===== config.mk =====
export PLATFORM = sky130hd
export DESIGN_NAME = anomaly_detector_mc
export DESIGN_NICKNAME = d
export VERILOG_FILES = /design/src/rtl/anomaly_pkg.sv /design/src/rtl/anomaly_ema.sv /design/src/rtl/anomaly_detector_mc.sv
export SDC_FILE = /design/constraint.sdc
export NUM_CORES = 1
export LEC_CHECK = 0
export ABC_CLOCK_PERIOD_IN_PS = 7100
export CORE_ASPECT_RATIO = 0.9
export CORE_MARGIN = 4
export CORE_UTILIZATION = 63
export CTS_CLUSTER_DIAMETER = 100
export DETAILED_ROUTE_END_ITERATION = 10
export MAX_ROUTING_LAYER = met4
export PLACE_DENSITY = 0.85
export SLEW_MARGIN = 10
export SYNTH_ARGS = -nofsm -noshare
export SYNTH_HDL_FRONTEND = slang
export SYNTH_SLANG_ARGS = --single-unit

===== constraint.sdc =====
create_clock -name clk -period 7.1 [get_ports clk]
set_input_delay 1.065 -clock clk [delete_from_list [all_inputs] [get_ports clk]]
set_output_delay 1.065 -clock clk [all_outputs]
set_load 0.01 [all_outputs]

===== src/rtl/anomaly_pkg.sv =====
// Shared constants and helpers for the multi-channel anomaly detector.
package anomaly_pkg;

  localparam int SPIKE = 0;
  localparam int SURGE = 1;
  localparam int DRY   = 2;
  localparam int FLASH = 3;

  localparam logic [1:0] TYPE_PRICE  = 2'b00;
  localparam logic [1:0] TYPE_VOLUME = 2'b01;

  // Event type reported for a set of newly raised bits: flash > surge > dry > spike.
  function automatic logic [1:0] top_priority(input logic [3:0] bits);
    if (bits[FLASH])      return 2'd3;
    else if (bits[SURGE]) return 2'd1;
    else if (bits[DRY])   return 2'd2;
    else                  return 2'd0;
  endfunction

endpackage


===== src/rtl/anomaly_ema.sv =====
// One exponential moving average with a saturating warm-up counter.
module anomaly_ema #(
  parameter int DW        = 12,
  parameter int AVG_SHIFT = 3,
  parameter int WARMUP    = 8
) (
  input  logic          clk,
  input  logic          rst_n,
  input  logic          upd,
  input  logic [DW-1:0] din,
  output logic [DW-1:0] avg,
  output logic          warm_any,
  output logic          warm_full
);

  localparam int WW = $clog2(WARMUP + 1);

  logic [WW-1:0]        warm;
  logic signed [DW:0]   diff;
  logic signed [DW:0]   step;
  logic [DW-1:0]        avg_next;

  // The stepped average always lies between avg and din, so DW bits suffice.
  always_comb begin
    diff     = $signed({1'b0, din}) - $signed({1'b0, avg});
    step     = diff >>> AVG_SHIFT;
    avg_next = avg + DW'(step);
  end

  always_ff @(posedge clk or negedge rst_n) begin
    if (!rst_n) begin
      avg  <= '0;
      warm <= '0;
    end else if (upd) begin
      avg <= (warm == '0) ? din : avg_next;
      if (warm != WW'(WARMUP)) warm <= warm + 1'b1;
    end
  end

  assign warm_any  = (warm != '0);
  assign warm_full = (warm == WW'(WARMUP));

endmodule


===== src/rtl/anomaly_detector_mc.sv =====
// Multi-channel price/volume anomaly detector: per-channel EMA baselines,
// four debounced detectors, sticky flags with acknowledge and an event pulse.
module anomaly_detector_mc
  import anomaly_pkg::*;
#(
  parameter int DW        = 12,
  parameter int NCH       = 4,
  parameter int CHW       = $clog2(NCH),
  parameter int AVG_SHIFT = 3,
  parameter int WARMUP    = 8,
  parameter int DEBOUNCE  = 1,
  parameter int DRY_MIN   = 10
) (
  input  logic             clk,
  input  logic             rst_n,
  input  logic             in_valid,
  input  logic [CHW-1:0]   in_ch,
  input  logic [1:0]       in_type,
  input  logic [DW-1:0]    in_data,
  input  logic [DW-1:0]    spike_thresh,
  input  logic [DW-1:0]    flash_thresh,
  input  logic             ack_valid,
  input  logic [CHW-1:0]   ack_ch,
  input  logic [3:0]       ack_mask,
  input  logic [CHW-1:0]   rd_ch,
  output logic [4*NCH-1:0] alert_sticky,
  output logic             alert_any,
  output logic             event_valid,
  output logic [CHW-1:0]   event_ch,
  output logic [1:0]       event_type,
  output logic [DW-1:0]    rd_price_avg,
  output logic [DW-1:0]    rd_vol_avg
);

  localparam int DBW = $clog2(DEBOUNCE + 1);

  logic [DW-1:0]    cur_price [NCH];
  logic [DW-1:0]    price_avg [NCH];
  logic [DW-1:0]    vol_avg   [NCH];
  logic [NCH-1:0]   pwarm_any, pwarm_full, vwarm_any, vwarm_full;
  logic [DBW-1:0]   dbc [NCH][4];

  logic             ch_ok, accept, is_price, is_vol;
  logic [DW-1:0]    sel_cp, sel_pavg, sel_vavg, price_diff;
  logic             sel_pwarm_any, sel_pwarm_full, sel_vwarm_full;
  logic [DBW-1:0]   sel_dbc [4];
  logic [3:0]       sel_sticky, hit, relevant, fire, new_bits;
  logic [4*NCH-1:0] set_vec, clr_vec, sticky_next;

  assign ch_ok    = ({1'b0, in_ch} < (CHW+1)'(NCH));
  assign accept   = in_valid && ch_ok && !in_type[1];
  assign is_price = accept && (in_type == TYPE_PRICE);
  assign is_vol   = accept && (in_type == TYPE_VOLUME);

  for (genvar c = 0; c < NCH; c++) begin : g_ch
    anomaly_ema #(.DW(DW), .AVG_SHIFT(AVG_SHIFT), .WARMUP(WARMUP)) u_price_ema (
      .clk       (clk),
      .rst_n     (rst_n),
      .upd       (is_price && (in_ch == CHW'(c))),
      .din       (in_data),
      .avg       (price_avg[c]),
      .warm_any  (pwarm_any[c]),
      .warm_full (pwarm_full[c])
    );
    anomaly_ema #(.DW(DW), .AVG_SHIFT(AVG_SHIFT), .WARMUP(WARMUP)) u_vol_ema (
      .clk       (clk),
      .rst_n     (rst_n),
      .upd       (is_vol && (in_ch == CHW'(c))),
      .din       (in_data),
      .avg       (vol_avg[c]),
      .warm_any  (vwarm_any[c]),
      .warm_full (vwarm_full[c])
    );
  end

  always_comb begin
    sel_cp         = '0;
    sel_pavg       = '0;
    sel_vavg       = '0;
    sel_pwarm_any  = 1'b0;
    sel_pwarm_full = 1'b0;
    sel_vwarm_full = 1'b0;
    sel_sticky     = '0;
    for (int d = 0; d < 4; d++) sel_dbc[d] = '0;
    for (int c = 0; c < NCH; c++) begin
      if (in_ch == CHW'(c)) begin
        sel_cp         = cur_price[c];
        sel_pavg       = price_avg[c];
        sel_vavg       = vol_avg[c];
        sel_pwarm_any  = pwarm_any[c];
        sel_pwarm_full = pwarm_full[c];
        sel_vwarm_full = vwarm_full[c];
        sel_sticky     = alert_sticky[4*c +: 4];
        for (int d = 0; d < 4; d++) sel_dbc[d] = dbc[c][d];
      end
    end
  end

  always_comb begin
    price_diff      = (in_data >= sel_cp) ? (in_data - sel_cp) : (sel_cp - in_data);
    hit             = '0;
    hit[SPIKE]      = sel_pwarm_any && (price_diff > spike_thresh);
    hit[FLASH]      = sel_pwarm_full && (sel_pavg > in_data) &&
                      ((sel_pavg - in_data) > flash_thresh);
    hit[SURGE]      = sel_vwarm_full && (sel_vavg != '0) &&
                      ({1'b0, in_data} > {sel_vavg, 1'b0});
    hit[DRY]        = sel_vwarm_full && (sel_vavg > DW'(DRY_MIN)) &&
                      (in_data < (sel_vavg >> 2));
    relevant        = '0;
    relevant[SPIKE] = is_price;
    relevant[FLASH] = is_price;
    relevant[SURGE] = is_vol;
    relevant[DRY]   = is_vol;
    // A hit fires when it brings the counter up to (or keeps it at) DEBOUNCE.
    for (int d = 0; d < 4; d++)
      fire[d] = relevant[d] && hit[d] && (sel_dbc[d] >= DBW'(DEBOUNCE - 1));
    new_bits = fire & ~sel_sticky;
  end

  always_comb begin
    set_vec = '0;
    clr_vec = '0;
    for (int c = 0; c < NCH; c++) begin
      if (accept && (in_ch == CHW'(c)))     set_vec[4*c +: 4] = fire;
      if (ack_valid && (ack_ch == CHW'(c))) clr_vec[4*c +: 4] = ack_mask;
    end
    sticky_next = (alert_sticky & ~clr_vec) | set_vec;
  end

  always_ff @(posedge clk or negedge rst_n) begin
    if (!rst_n) begin
      for (int c = 0; c < NCH; c++) begin
        cur_price[c] <= '0;
        for (int d = 0; d < 4; d++) dbc[c][d] <= '0;
      end
      alert_sticky <= '0;
      event_valid  <= 1'b0;
      event_ch     <= '0;
      event_type   <= '0;
    end else begin
      for (int c = 0; c < NCH; c++) begin
        if (accept && (in_ch == CHW'(c))) begin
          if (is_price) cur_price[c] <= in_data;
          for (int d = 0; d < 4; d++) begin
            if (relevant[d]) begin
              if (!hit[d])                              dbc[c][d] <= '0;
              else if (dbc[c][d] != DBW'(DEBOUNCE))     dbc[c][d] <= dbc[c][d] + 1'b1;
            end
          end
        end
      end
      alert_sticky <= sticky_next;
      event_valid  <= |new_bits;
      if (|new_bits) begin
        event_ch   <= in_ch;
        event_type <= top_priority(new_bits);
      end
    end
  end

  assign alert_any = |alert_sticky;

  always_comb begin
    rd_price_avg = '0;
    rd_vol_avg   = '0;
    for (int c = 0; c < NCH; c++) begin
      if (rd_ch == CHW'(c)) begin
        rd_price_avg = price_avg[c];
        rd_vol_avg   = vol_avg[c];
      end
    end
  end

endmodule


==> results, run 1 <==
- Summed over all layers, the routed wires come to between 50 and 60 mm.
- Setup repair after global routing left no endpoint under its margin.
- The most numerous cell on the critical path is o21ai_0.
- The total number of vias is 18300.
- The maximum fanout along the worst path is 33.
- Counting distinct cell types in the post-synthesis netlist gives between 60 and 70.
- The worst hold path class is primary input to asynchronous set/reset pin.
- At the pin with the least slew margin, the transition time is roughly 1200 ps.
- The number of maximum-capacitance violations is 0.
- On the critical path, the stage with the largest delay is an instance of mux4_2.
- The I/O pin count is a little under 100.
- In this run the clock root is driven by a clkbuf_16.
- The post-synth net total is between 2000 and 3000.
- The area share of and/or/nand/nor cells after synthesis is between 10% and 20%.
- The maximum vdd ir drop is 401 uV.
- For this run the aggregate overflow at the end of global routing stands at 0.
- The number of CTS-inserted buffers is 17.
- Summed over all nets, the half-perimeter wirelength after detailed placement is 42.6 mm.
- The ratio of final minimum period to clock period is slightly below 90%.
- The setup-violating endpoint count in the final report is 0.
- In the synthesized netlist the dominant register cell turns out to be dfrtp_1.
- The critical path goes through buf_4 > mux4_2 > ha_1 > and2_1 > o21ai_0 > a31oi_1 > nor4_1 > o21ai_1 > buf_4 > o211ai_1 > o21ai_0 > xnor2_1 > ha_1 > a21o_1 > a21o_1 > a21oi_1 > o21ai_0 > o21ai_0 > nor2_1 > nor4_4 > inv_2 > mux2_4.
- With fillers left out, the area of the finished cells amounts to roughly 22000 um2.
- Data on the critical path is required at its endpoint by ~7500 ps.
- The final layout net count is ~2700.
- The xor/xnor cell area share of the yosys netlist is 7.04%.
- The part of the Yosys area used for sequential elements is around 25%.
- The post-route clock skew is about 11 ps.
- The number of post-CTS setup repair buffers is 0.
- The maximum clock insertion buffer count is 2.
- The largest net degree at the start of global routing is between 150 and 200.
- TritonCTS built the clock tree.
- The number of cells produced by synthesis is between 2000 and 2500.
- In this run the critical register-to-register path is launched from cur_price[28].
- Measured along the x axis, the die boundary spans between 150 and 200 um.
- The post-route setup TNS is 0 ps.
- In the routed design, unresolved DRC markers number 0.
- STA classifies the critical path startpoint as a primary input.
- The hold violation total from the final report is 0.
- The initial antenna violation count is 1.
- The placed cell count is about 2800.
- Total power for the finished layout comes to approximately 12 mW.
- For the worst setup path, the data arrival time is ~6500 ps.
- The hold buffer count at cts is 0.
- In this run the critical register-to-register path is captured at event_ch[0].
- The number of flops mapped to enable cells by yosys is 0.
- Counting I/O delays and the setup requirement, the final critical path takes just over 6000 ps.
- In this run the tightest slew margin relative to its limit is between 15 and 20%.
- The Yosys step of the flow raised 0 warnings.
- Measured in cells, the most critical reg-to-reg path has a length of 21.
- The number of gates resized after cts is 0.
- The area growth from synthesis to layout is 10.5%.
- The total of buffers placed on input and output ports is 97.
- The count of cells in the finished layout, fillers not included, comes to approximately 2800.
- After floorplanning, the core was sized to cover 31100 um2.
- At the end of routability-driven placement, the weighted congestion stood at around 0.94.
- The source-to-sink clock delay at the later pin of the worst-skew pair is 460 ps.
- After clock tree synthesis, the clock-pin slew on the worst setup and hold paths is 80 ps.
- The synthesized area divided by synthesized cell count is around 8.7 um2.
- Dividing the detail-routed wire length by the instance count gives between 20 and 25 um.
- The worst setup path is of the primary input to flip-flop kind.
- The die outline height is between 150 and 200 um.
- The fmax is about 160 MHz.
- The setup slack of the most critical reg-to-reg path is 1760 ps.
- The adder and majority cell fraction of the synthesized area is a little under a fifth.
- The reported leakage power is between 10 and 15 nW.
- The initialized floorplan defines roughly 60 standard-cell rows.
- The run finished with clean final reports.
- The fraction of layout instances using a drive strength above 1 is approximately 7.5%.
- In the routed layout, each cell is associated on average with a via count of roughly 6.5.
- The via count of the first global-routing pass is ~18000.
- The sort of element at the end of the critical path is a flip-flop.
- In the synthesized netlist, mux cells make up 9.83% of the area.
- In this run, synthesis produced a sequential element count of 197.
- The post-detailed-route count of antenna-violating nets is 0.
- The clock net sink count is just under 200.
- The cell area after synthesis is about 20000 um2.
- The placed instances occupy a cell area of roughly 21000 um2.
- The die footprint is roughly 35000 um2.
- Summing the areas of all compound-gate instances in the mapped netlist gives between 10% and 20% of the synthesized area.
- For this configuration, the core starts out at a cell density of 64.1%.
- The total track usage is 33.5%.
- The first global-routing pass estimated ~91 mm of wire.
- The H-tree generated during clock tree synthesis spans 4 levels.
- The critical path's largest stage delay is ~600 ps.
- The power per cell area is approximately 570 nW/um2.
- By area, the combinational part of the netlist is dominated by compound AO/OA/AOI/OAI gates.
- Of all flip-flops after synthesis, the portion carrying an async set or reset was 100%.
- The first TritonRoute pass finished after 6 iterations.
- The detailed router's first-iteration violation count is 1571.
- The max-slew violation count is 0.
cell usage after synthesis (all sizes together) (14+ instances only):
cell | number | area, um2
a2111oi | 14 | 129
a211oi | 55 | 428
a21o | 54 | 405
a21oi | 167 | 836
and2 | 20 | 125
and3 | 15 | 93.8
buf | 16 | 76.3
clkbuf | 66 | 248
dfrtp | 197 | 4930
ha | 271 | 3390
inv | 202 | 758
mux2i | 33 | 330
mux4 | 65 | 1500
nand2 | 194 | 728
nand2b | 21 | 131
nand3 | 46 | 230
nand4 | 21 | 131
nor2 | 198 | 743
nor2b | 15 | 101
nor3 | 58 | 290
o211ai | 15 | 113
o21ai | 181 | 906
o21bai | 14 | 105
or2 | 21 | 131
or3 | 18 | 113
xnor2 | 90 | 788
xor2 | 70 | 613
where the power goes:
group | internal, mW | leakage (nW) | switching (mW)
combinational | 4.19 | 7.61 | 5.13
sequential | 1.52 | 2.38 | 0.572
clock | 0.509 | 0.290 | 0.523
sequential cells by signal, summed over array words and instances (netlist names), 2 cells and up:
name and flops:
alert_sticky 16, cur_price 48, event_ch 2, event_type 2
g_ch.u_price_ema.avg 48, g_ch.u_price_ema.warm 16, g_ch.u_vol_ema.avg 48, g_ch.u_vol_ema.warm 16
how the worst max path moves through the flow:
stage / startpoint / end
after floorplan: in_ch[1] / event_ch[0]
after global placement: in_ch[0] / event_ch[0]
after detailed placement: in_ch[0] / event_ch[1]
after CTS: in_ch[0] / event_ch[1]
after global routing: in_ch[0] / event_ch[0]
final: in_ch[0] / event_ch[0]
cell families after synthesis:
family,Yosys count
DFF,197
muxes,109
buffers and inverters,285
adders and majority gates,282
and+or+nand+nor,666
AOI/OAI and AO/OA,602
xor gates and xnor gates,160
metrics by stage:
| stage | setup WS, ps | utilization (%) | hold slack, ps |
|---|---|---|---|
| 6_report | 923 | 70.8 | 482 |
| 5_1_grt | 548 | 70.8 | 499 |
| 4_1_cts | 999 | 70.8 | 484 |
| 3_5_place_dp | 538 | 68.8 | 466 |
| 3_3_place_gp | 713 | 68.8 | 457 |
| 2_1_floorplan | 313 | - | 445 |
cells in the final DEF (no fill, tap or decap), drive strengths merged, types with 15 or more instances in the layout:
master,synthesis,layout
buf,16,38
clkdlybuf4s50,0,93
nor3,58,58
nand2b,21,21
xnor2,90,90
or3,18,18
clkbuf,66,19
and3,15,15
o211ai,15,15
inv,202,209
mux2i,33,33
mux4,65,65
xor2,70,70
nand3,46,46
nor2b,15,15
nor2,198,198
a21oi,167,167
a211oi,55,55
ha,271,271
nand4,21,21
nand2,194,194
and2,20,20
or2,21,21
dfrtp,197,197
a21o,54,54
o21ai,181,181
worst max-delay path, delay by kind of cell:
| kind | cells | cell delay, ps |
|---|---|---|
| mux | 2 | 900 |
| compound gates | 10 | 1960 |
| simple gates | 4 | 940 |
| xor+xnor | 1 | 150 |
| fa+ha+maj | 2 | 690 |
| buf+inv | 3 | 750 |
routing by layer:
layer	vias to the layer above	wire length, um	GRT usage, %
li1	8419	-	-
met1	8771	23300	43.8
met2	893	25700	52.1
met3	167	5460	5.63
met4	0	2470	14.3
met5	-	0	-
area by class of cell:
type                            count  area, um2
Clock buffer                       18        429
Antenna cell                        1       2.50
Inverter                          203        762
Tap cell                          409        512
Timing Repair Buffer              132       1240
Clock inverter                     14        181
Multi-Input combinational cell   1819      13900
Sequential cell                   197       4930
Fill cell                        2264       9080
Power figures use the tool's default switching activity.
==> inputs of run 2 (changes only) <==
--- a/config.mk
+++ b/config.mk
@@ -6,6 +6,7 @@
 export NUM_CORES = 1
 export LEC_CHECK = 0
 export ABC_CLOCK_PERIOD_IN_PS = 7100
+export CAP_MARGIN = 10
 export CORE_ASPECT_RATIO = 0.9
 export CORE_MARGIN = 4
 export CORE_UTILIZATION = 63
==> results of run 2 <==
Same layout as run 1: the final DEF is identical, and so are final timing and power.
